$ cat config.mk
export PLATFORM = sky130hd
export DESIGN_NAME = lfsr_run_sequencer
export DESIGN_NICKNAME = d
export VERILOG_FILES = /design/src/rtl/lfsr_pkg.sv /design/src/rtl/lfsr_run_sequencer_axil.sv /design/src/rtl/lfsr_run_sequencer.sv
export SDC_FILE = /design/constraint.sdc
export NUM_CORES = 1
export LEC_CHECK = 0
export CORE_MARGIN = 8
export CORE_UTILIZATION = 25
export CTS_CLUSTER_DIAMETER = 150
export CTS_CLUSTER_SIZE = 10
export DETAILED_ROUTE_END_ITERATION = 10
export SLEW_MARGIN = 20
export SYNTH_ARGS = -nofsm -noshare
export SYNTH_HDL_FRONTEND = slang
export SYNTH_SLANG_ARGS = --single-unit
$ cat constraint.sdc
create_clock -name aclk -period 1.7 [get_ports aclk]
set_input_delay 0.34 -clock aclk [delete_from_list [all_inputs] [get_ports aclk]]
set_output_delay 0.34 -clock aclk [all_outputs]
set_load 0.01 [all_outputs]
$ cat src/rtl/lfsr_pkg.sv
// ---------------------------------------------------------------------------
// lfsr_pkg
// Shared definitions for the LFSR run sequencer:
//   - register map of the LFSR stream generator's AXI-Lite slave
//   - AXI write response encodings
//   - sequencer state enumeration and small state-class helpers
// ---------------------------------------------------------------------------
package lfsr_pkg;

    // Generator register map (byte addresses)
    localparam logic [3:0] REG_START = 4'h0;
    localparam logic [3:0] REG_STOP  = 4'h4;
    localparam logic [3:0] REG_SEED  = 4'h8;
    localparam logic [3:0] REG_TAPS  = 4'hC;

    // AXI write response codes
    localparam logic [1:0] RESP_OKAY   = 2'b00;
    localparam logic [1:0] RESP_DECERR = 2'b11;

    typedef enum logic [3:0] {
        S_IDLE     = 4'd0,
        S_SEED     = 4'd1,
        S_TAPS     = 4'd2,
        S_CLRSTOP  = 4'd3,
        S_START    = 4'd4,
        S_RUN      = 4'd5,
        S_STOP     = 4'd6,
        S_CLRSTART = 4'd7,
        S_DONE     = 4'd8
    } seq_state_t;

    // States that issue exactly one AXI-Lite register write
    function automatic logic is_write_state(input seq_state_t s);
        logic r;
        case (s)
            S_SEED, S_TAPS, S_CLRSTOP, S_START, S_STOP, S_CLRSTART: r = 1'b1;
            default:                                                r = 1'b0;
        endcase
        return r;
    endfunction

    // Setup writes before the halt; an abort or error here diverts to STOP
    function automatic logic is_prestop(input seq_state_t s);
        logic r;
        case (s)
            S_SEED, S_TAPS, S_CLRSTOP, S_START: r = 1'b1;
            default:                            r = 1'b0;
        endcase
        return r;
    endfunction

endpackage

$ cat src/rtl/lfsr_run_sequencer_axil.sv
// ---------------------------------------------------------------------------
// axil_single_write
// Performs one AXI-Lite write per request. AW and W are raised together with
// address/data held stable; each valid drops after its own handshake; bready
// rises once both have completed. done_o pulses on the B handshake with the
// slave's response on resp_o. Requests while a write is active are ignored.
// Ports:
//   aclk, aresetn         clock, async active-low reset
//   req_i, addr_i, data_i write request (one cycle) with address/data
//   done_o, resp_o        write completion pulse and its response
//   m_axi_aw*/w*/b*       AXI-Lite write channels
// ---------------------------------------------------------------------------
module axil_single_write #(
    parameter int AW = 4,
    parameter int DW = 32
) (
    input  logic          aclk,
    input  logic          aresetn,
    input  logic          req_i,
    input  logic [AW-1:0] addr_i,
    input  logic [DW-1:0] data_i,
    output logic          done_o,
    output logic [1:0]    resp_o,
    output logic [AW-1:0] m_axi_awaddr,
    output logic          m_axi_awvalid,
    input  logic          m_axi_awready,
    output logic [DW-1:0] m_axi_wdata,
    output logic          m_axi_wvalid,
    input  logic          m_axi_wready,
    input  logic [1:0]    m_axi_bresp,
    input  logic          m_axi_bvalid,
    output logic          m_axi_bready
);

    logic          active_q, active_d;
    logic          awvalid_q, awvalid_d;
    logic          wvalid_q, wvalid_d;
    logic          bready_q, bready_d;
    logic [AW-1:0] addr_q, addr_d;
    logic [DW-1:0] data_q, data_d;
    logic          start_s;
    logic          aw_hs_s;
    logic          w_hs_s;
    logic          b_hs_s;

    assign start_s = req_i & ~active_q;
    assign aw_hs_s = awvalid_q & m_axi_awready;
    assign w_hs_s  = wvalid_q & m_axi_wready;
    assign b_hs_s  = bready_q & m_axi_bvalid;

    // Next-state logic for the single outstanding write
    always_comb begin
        active_d  = active_q;
        awvalid_d = awvalid_q;
        wvalid_d  = wvalid_q;
        bready_d  = bready_q;
        addr_d    = addr_q;
        data_d    = data_q;
        if (start_s) begin
            active_d  = 1'b1;
            awvalid_d = 1'b1;
            wvalid_d  = 1'b1;
            addr_d    = addr_i;
            data_d    = data_i;
        end else begin
            if (aw_hs_s) awvalid_d = 1'b0;
            else         awvalid_d = awvalid_q;
            if (w_hs_s)  wvalid_d = 1'b0;
            else         wvalid_d = wvalid_q;
            if (b_hs_s) begin
                active_d = 1'b0;
                bready_d = 1'b0;
            end else if (active_q && !awvalid_d && !wvalid_d) begin
                // both address and data accepted: open the response channel
                bready_d = 1'b1;
            end else begin
                bready_d = bready_q;
            end
        end
    end

    // Write channel registers
    always_ff @(posedge aclk or negedge aresetn) begin
        if (!aresetn) begin
            active_q  <= 1'b0;
            awvalid_q <= 1'b0;
            wvalid_q  <= 1'b0;
            bready_q  <= 1'b0;
            addr_q    <= {AW{1'b0}};
            data_q    <= {DW{1'b0}};
        end else begin
            active_q  <= active_d;
            awvalid_q <= awvalid_d;
            wvalid_q  <= wvalid_d;
            bready_q  <= bready_d;
            addr_q    <= addr_d;
            data_q    <= data_d;
        end
    end

    assign m_axi_awaddr  = addr_q;
    assign m_axi_awvalid = awvalid_q;
    assign m_axi_wdata   = data_q;
    assign m_axi_wvalid  = wvalid_q;
    assign m_axi_bready  = bready_q;
    assign done_o        = b_hs_s;
    assign resp_o        = m_axi_bresp;

endmodule

$ cat src/rtl/lfsr_run_sequencer.sv
// ---------------------------------------------------------------------------
// lfsr_run_sequencer
// AXI-Lite write master that runs the LFSR stream generator for one command:
// SEED, TAPS, clear STOP, START, count streamed beats, then STOP and clear
// START. Status outputs are registered.
// Ports:
//   aclk, aresetn            clock, async active-low reset
//   cmd_*                    run command (valid/ready, seed, taps, beat count)
//   abort                    level request to stop early
//   m_axi_aw*/w*/b*          AXI-Lite write channels to the generator
//   mon_tvalid, mon_tready   snooped generator stream handshake
//   busy, done, err          status (busy outside IDLE, done pulse, sticky err)
//   beats_out                beats counted in the last/current run
// ---------------------------------------------------------------------------
module lfsr_run_sequencer
    import lfsr_pkg::*;
#(
    parameter int C_AXIL_ADDR_WIDTH = 4,
    parameter int C_AXIL_DATA_WIDTH = 32,
    parameter int CNT_W             = 16
) (
    input  logic                         aclk,
    input  logic                         aresetn,
    input  logic                         cmd_valid,
    output logic                         cmd_ready,
    input  logic [7:0]                   cmd_seed,
    input  logic [7:0]                   cmd_taps,
    input  logic [CNT_W-1:0]             cmd_count,
    input  logic                         abort,
    output logic [C_AXIL_ADDR_WIDTH-1:0] m_axi_awaddr,
    output logic                         m_axi_awvalid,
    input  logic                         m_axi_awready,
    output logic [C_AXIL_DATA_WIDTH-1:0] m_axi_wdata,
    output logic                         m_axi_wvalid,
    input  logic                         m_axi_wready,
    input  logic [1:0]                   m_axi_bresp,
    input  logic                         m_axi_bvalid,
    output logic                         m_axi_bready,
    input  logic                         mon_tvalid,
    input  logic                         mon_tready,
    output logic                         busy,
    output logic                         done,
    output logic                         err,
    output logic [CNT_W-1:0]             beats_out
);

    localparam int AW = C_AXIL_ADDR_WIDTH;
    localparam int DW = C_AXIL_DATA_WIDTH;

    seq_state_t       state_q, state_d;
    logic [7:0]       seed_q, seed_d;
    logic [7:0]       taps_q, taps_d;
    logic [CNT_W-1:0] count_q, count_d;
    logic [CNT_W-1:0] cnt_q, cnt_d;
    logic             err_q, err_d;
    logic             abort_pend_q, abort_pend_d;
    logic             issued_q, issued_d;
    logic             busy_q, done_q, cmd_ready_q;

    logic             accept_s;
    logic             beat_s;
    logic             run_exit_s;
    logic             jump_s;
    logic             wr_req_s;
    logic [AW-1:0]    wr_addr_s;
    logic [DW-1:0]    wr_data_s;
    logic             wr_done_s;
    logic [1:0]       wr_resp_s;

    assign accept_s   = cmd_valid & cmd_ready_q;
    assign beat_s     = mon_tvalid & mon_tready;
    assign run_exit_s = (cnt_q == count_q) | abort;
    // a setup write that failed, or an abort seen at any point during setup,
    // sends the sequence straight to the halt writes
    assign jump_s     = abort_pend_q | abort | (wr_resp_s != RESP_OKAY);

    axil_single_write #(.AW(AW), .DW(DW)) u_wr (
        .aclk          (aclk),
        .aresetn       (aresetn),
        .req_i         (wr_req_s),
        .addr_i        (wr_addr_s),
        .data_i        (wr_data_s),
        .done_o        (wr_done_s),
        .resp_o        (wr_resp_s),
        .m_axi_awaddr  (m_axi_awaddr),
        .m_axi_awvalid (m_axi_awvalid),
        .m_axi_awready (m_axi_awready),
        .m_axi_wdata   (m_axi_wdata),
        .m_axi_wvalid  (m_axi_wvalid),
        .m_axi_wready  (m_axi_wready),
        .m_axi_bresp   (m_axi_bresp),
        .m_axi_bvalid  (m_axi_bvalid),
        .m_axi_bready  (m_axi_bready)
    );

    // Sequencer state register
    always_ff @(posedge aclk or negedge aresetn) begin
        if (!aresetn) state_q <= S_IDLE;
        else          state_q <= state_d;
    end

    // Sequencer next-state logic
    always_comb begin
        state_d = state_q;
        case (state_q)
            S_IDLE: begin
                if (accept_s) state_d = S_SEED;
                else          state_d = S_IDLE;
            end
            S_SEED: begin
                if (wr_done_s) state_d = jump_s ? S_STOP : S_TAPS;
                else           state_d = S_SEED;
            end
            S_TAPS: begin
                if (wr_done_s) state_d = jump_s ? S_STOP : S_CLRSTOP;
                else           state_d = S_TAPS;
            end
            S_CLRSTOP: begin
                if (wr_done_s) state_d = jump_s ? S_STOP : S_START;
                else           state_d = S_CLRSTOP;
            end
            S_START: begin
                if (wr_done_s) state_d = jump_s ? S_STOP : S_RUN;
                else           state_d = S_START;
            end
            S_RUN: begin
                if (run_exit_s) state_d = S_STOP;
                else            state_d = S_RUN;
            end
            S_STOP: begin
                // the halt is always completed, whatever the response
                if (wr_done_s) state_d = S_CLRSTART;
                else           state_d = S_STOP;
            end
            S_CLRSTART: begin
                if (wr_done_s) state_d = S_DONE;
                else           state_d = S_CLRSTART;
            end
            S_DONE:  state_d = S_IDLE;
            default: state_d = S_IDLE;
        endcase
    end

    // Write request decode: one request per write state, address/data by state
    always_comb begin
        wr_addr_s = {AW{1'b0}};
        wr_data_s = {DW{1'b0}};
        case (state_q)
            S_SEED: begin
                wr_addr_s = AW'(REG_SEED);
                wr_data_s = DW'(seed_q);
            end
            S_TAPS: begin
                wr_addr_s = AW'(REG_TAPS);
                wr_data_s = DW'(taps_q);
            end
            S_CLRSTOP: begin
                wr_addr_s = AW'(REG_STOP);
                wr_data_s = {DW{1'b0}};
            end
            S_START: begin
                wr_addr_s = AW'(REG_START);
                wr_data_s = DW'(1'b1);
            end
            S_STOP: begin
                wr_addr_s = AW'(REG_STOP);
                wr_data_s = DW'(1'b1);
            end
            S_CLRSTART: begin
                wr_addr_s = AW'(REG_START);
                wr_data_s = {DW{1'b0}};
            end
            default: begin
                wr_addr_s = {AW{1'b0}};
                wr_data_s = {DW{1'b0}};
            end
        endcase
        if (is_write_state(state_q) && !issued_q) wr_req_s = 1'b1;
        else                                      wr_req_s = 1'b0;
    end

    // Command latch, beat counter, error and abort tracking
    always_comb begin
        seed_d       = seed_q;
        taps_d       = taps_q;
        count_d      = count_q;
        cnt_d        = cnt_q;
        err_d        = err_q;
        abort_pend_d = abort_pend_q;
        if (accept_s) begin
            seed_d       = cmd_seed;
            taps_d       = cmd_taps;
            count_d      = cmd_count;
            cnt_d        = {CNT_W{1'b0}};
            err_d        = 1'b0;
            abort_pend_d = 1'b0;
        end else begin
            if (wr_done_s && (wr_resp_s != RESP_OKAY)) err_d = 1'b1;
            else                                       err_d = err_q;
            if (abort && is_prestop(state_q)) abort_pend_d = 1'b1;
            else                              abort_pend_d = abort_pend_q;
            // saturate while running; beats still in flight during the
            // STOP write are counted without a limit
            if (beat_s && (state_q == S_RUN) && (cnt_q != count_q))
                cnt_d = cnt_q + {{(CNT_W-1){1'b0}}, 1'b1};
            else if (beat_s && (state_q == S_STOP))
                cnt_d = cnt_q + {{(CNT_W-1){1'b0}}, 1'b1};
            else
                cnt_d = cnt_q;
        end
        if (wr_done_s)     issued_d = 1'b0;
        else if (wr_req_s) issued_d = 1'b1;
        else               issued_d = issued_q;
    end

    // Datapath and registered status outputs
    always_ff @(posedge aclk or negedge aresetn) begin
        if (!aresetn) begin
            seed_q       <= 8'h00;
            taps_q       <= 8'h00;
            count_q      <= {CNT_W{1'b0}};
            cnt_q        <= {CNT_W{1'b0}};
            err_q        <= 1'b0;
            abort_pend_q <= 1'b0;
            issued_q     <= 1'b0;
            busy_q       <= 1'b0;
            done_q       <= 1'b0;
            cmd_ready_q  <= 1'b0;
        end else begin
            seed_q       <= seed_d;
            taps_q       <= taps_d;
            count_q      <= count_d;
            cnt_q        <= cnt_d;
            err_q        <= err_d;
            abort_pend_q <= abort_pend_d;
            issued_q     <= issued_d;
            busy_q       <= (state_d != S_IDLE);
            done_q       <= (state_d == S_DONE);
            cmd_ready_q  <= (state_d == S_IDLE);
        end
    end

    assign cmd_ready = cmd_ready_q;
    assign busy      = busy_q;
    assign done      = done_q;
    assign err       = err_q;
    assign beats_out = cnt_q;

endmodule

==> impl_metrics.toml, run 1 <==
[global_routing]
grt_max_degree = 73
grtUsageTotal_pct = 11.46
grt_pass1_vias = 3232
grt_overflow = 0
grt_pass1_wl_mm = 16.49
grtUsageMet1_pct = 13.10
top_usage_layer = "met2"
grt_use_met2_pct = 19.10
grt_use_met3_pct = 3.928
antenna_found_initial = 0

[detailed_routing]
wire_per_inst_um = 14.59
via_count = 3090
routed_wl_mm = 10.32
firstDrtPassIters = 4
drcViolationCount = 0
routed_via_density = 4.371
first_iter_violations = 181
ant_nets = 0

[synth]
yosys_most_used_dff = "dfrtp_1"
async_flop_share_pct = 100.0
syn_area_um2 = 3643
yosysMostFrequentCell = "nand2_1"
yosys_warnings = 0
yosysTopAreaCellShare_pct = 49.45
synth_commonest_cells = "nand2_1 (118), dfrtp_1 (72), buf_4 (27)"
yosysTopAreaCell = "dfrtp_1"
synth.distinct_cells = 47
synth-simple-area-share_pct = 24.11
netlist_instances = 400
synth-compound-area-share_pct = 12.91
synth-seq-cells = 72
synthTopCellsByArea = "dfrtp_1 (49%), nand2_1 (12%), buf_4 (5.6%)"
synthAdderAreaFrac_pct = 0.3434
synth-edff-count = 0
postSynthAreaPerCell_um2 = 9.109
synth_xor_area_share_pct = 4.087
muxShareOfSynthArea_pct = 0
synth_top_family_by_area = "simple AND/OR/NAND/NOR gates"
yosysSeqAreaShare_pct = 49.45

[sta]
layout_setup_ws_ns = -0.1497
hold_viol_final = 0
grt_setup_unrepaired = "yes"
whs_ns = 0.03286
period_share_pct = 108.8
max_freq_ghz = 0.5406
min_period_ns = 1.850
finalMaxSlewViolations = 0
worst_clock_skew_ns = 0.005703
finalSetupViolations = 17

[floorplanning]
start_util_pct = 25.36
num_rows = 44
die_h_um = 136.7
pin_count = 102
die_area_um2 = 18690
die_w_um = 136.7
design.core.area_um2 = 14370

[placement]
dp.cells = 683
port_buffers = 75
placed_area_um2 = 4803
dpl.hpwl_mm = 7.326
place.gp.congestion = 0.8095

[finish]
final_nets = 562
n_antenna_cell = 0
design_area_um2 = 5310
multi_input_area_um2 = 1794
synthToLayoutAreaGrowth_pct = 45.74
regArea_um2 = 1805
drive_gt1_share_pct = 20.46
final_cells = 707
utilization_pct = 36.96
fillers = 1506

[clock_network]
numCtsBuffers = 9
root_buffer = "clkbuf_16"
htree_levels = 3
cts_tree = "done"
cts_max_path_buffers = 2
ctsHoldBuffers = 0
worstSkewPairLatency_ns = 0.34
cts_sinks = 72
clkTransAtPathRegs_ns = 0.06

[critical_path]
path_class = "register to register"
crit_arrival_ns = 2.08
crit_required_ns = 1.93
end_kind = "register"
critPathLaunchType = "register"
cp_max_fo = 12

[flow_run]
max-cap-violations = 0

[power]
p_leak_nw = 2.541
power.density_nw_per_um2 = 1484
ir_drop_v = 0.0005320

[run_status]
violations = "setup timing"
status = "finished with violations"

[min_path]
hp-class = "input pin to async pin"
per-stage QoR:
| stage | TNS, ns | power, mW | worst slack, ns |
|---|---|---|---|
| after detailed placement | -6.669 | 5.730 | -0.3787 |
| after floorplan | -0.8750 | 4.444 | -0.1272 |
| after global placement | -6.707 | 5.666 | -0.4020 |
| final | -1.927 | 7.879 | -0.1497 |
| after CTS | -2.795 | 7.908 | -0.2001 |
| after global routing | -4.198 | 8.473 | -0.2500 |
state kept, by name (all words and copies together) (netlist names), 2 cells and up:
name,count
taps_q,8
seed_q,8
beats_out,16
u_wr.m_axi_wdata,8
u_wr.m_axi_awaddr,2
count_q,16
state_q,4
critical path, stage by stage, from the launching register on:
cell,delay (ns)
dfrtp_1,0.41
xor2_2,0.20
nor4_4,0.36
nand4_4,0.17
a21boi_4,0.21
buf_6,0.17
nor4_2,0.06
o21a_1,0.16
final timing paths:
path,from,endpoint,slack [ns],depth (start not counted)
max,count_q[6],beats_out[6],-0.15,7
min,aresetn,issued_q,0.03,2
max reg2reg,count_q[6],beats_out[6],-0.15,7
min reg2reg,taps_q[7],taps_q[7],0.48,2
max in group asynchronous,aresetn,beats_out[0],1.34,2
min in group aclk,taps_q[7],taps_q[7],0.48,2
final cells by class:
class / count / area share [%]
Clock buffer: 12 / 4.642
Clock inverter: 4 / 0.3770
Inverter: 3 / 0.2121
Multi-Input combinational cell: 302 / 33.79
Sequential cell: 72 / 34.00
Tap cell: 184 / 4.336
Timing Repair Buffer: 130 / 22.64
power breakdown:
part | internal (mW) | switching (mW) | total, mW
logic | 1.68 | 1.72 | 3.40
clock network | 1.02 | 0.719 | 1.74
registers | 2.32 | 0.423 | 2.74
metal layers:
layer  vias to the layer above  wire length (µm)
li1                       1535                 -
met5                         -                 0
met1                      1472              4309
met3                        14               635
met2                        69              5179
met4                         0               192
cell usage in the layout (no fill, tap or decap), types with 8 or more instances in the layout:
master and count:
xor2_1 8, buf_4 45, dfrtp_1 69, a21oi_1 18
clkbuf_16 9, clkdlybuf4s50_1 58, o21ai_1 9, or3_1 10
conb_1 26, nand2_1 116, dlygate4sd2_1 16, a22o_1 14
o21ai_0 8, nor2_1 9, xor2_2 9
repair_timing:
item / in CTS / in global routing
pin swaps: 10 / 17
cloned: 1 / 0
gates resized for setup: 35 / 22
buffers inserted: 6 / 4
endpoints found under the setup margin: 43 / 30
cell families (layout without fill, tap and decap cells):
kind of cell / after synthesis / count (layout)
XOR/XNOR: 17 / 17
adder cells (fa/ha/maj): 1 / 1
AND/OR/NAND/NOR: 187 / 187
other: 1 / 26
buffers and inverters: 51 / 149
flip-flops: 72 / 72
AO/OA/AOI/OAI: 71 / 71
Note: power is estimated with default switching activity, not from simulation.
==> run 2: changes to the inputs <==
CAP_MARGIN = 15   (was default)
==> results of run 2 <==
Final layout, timing and power as in run 1 (identical DEF).
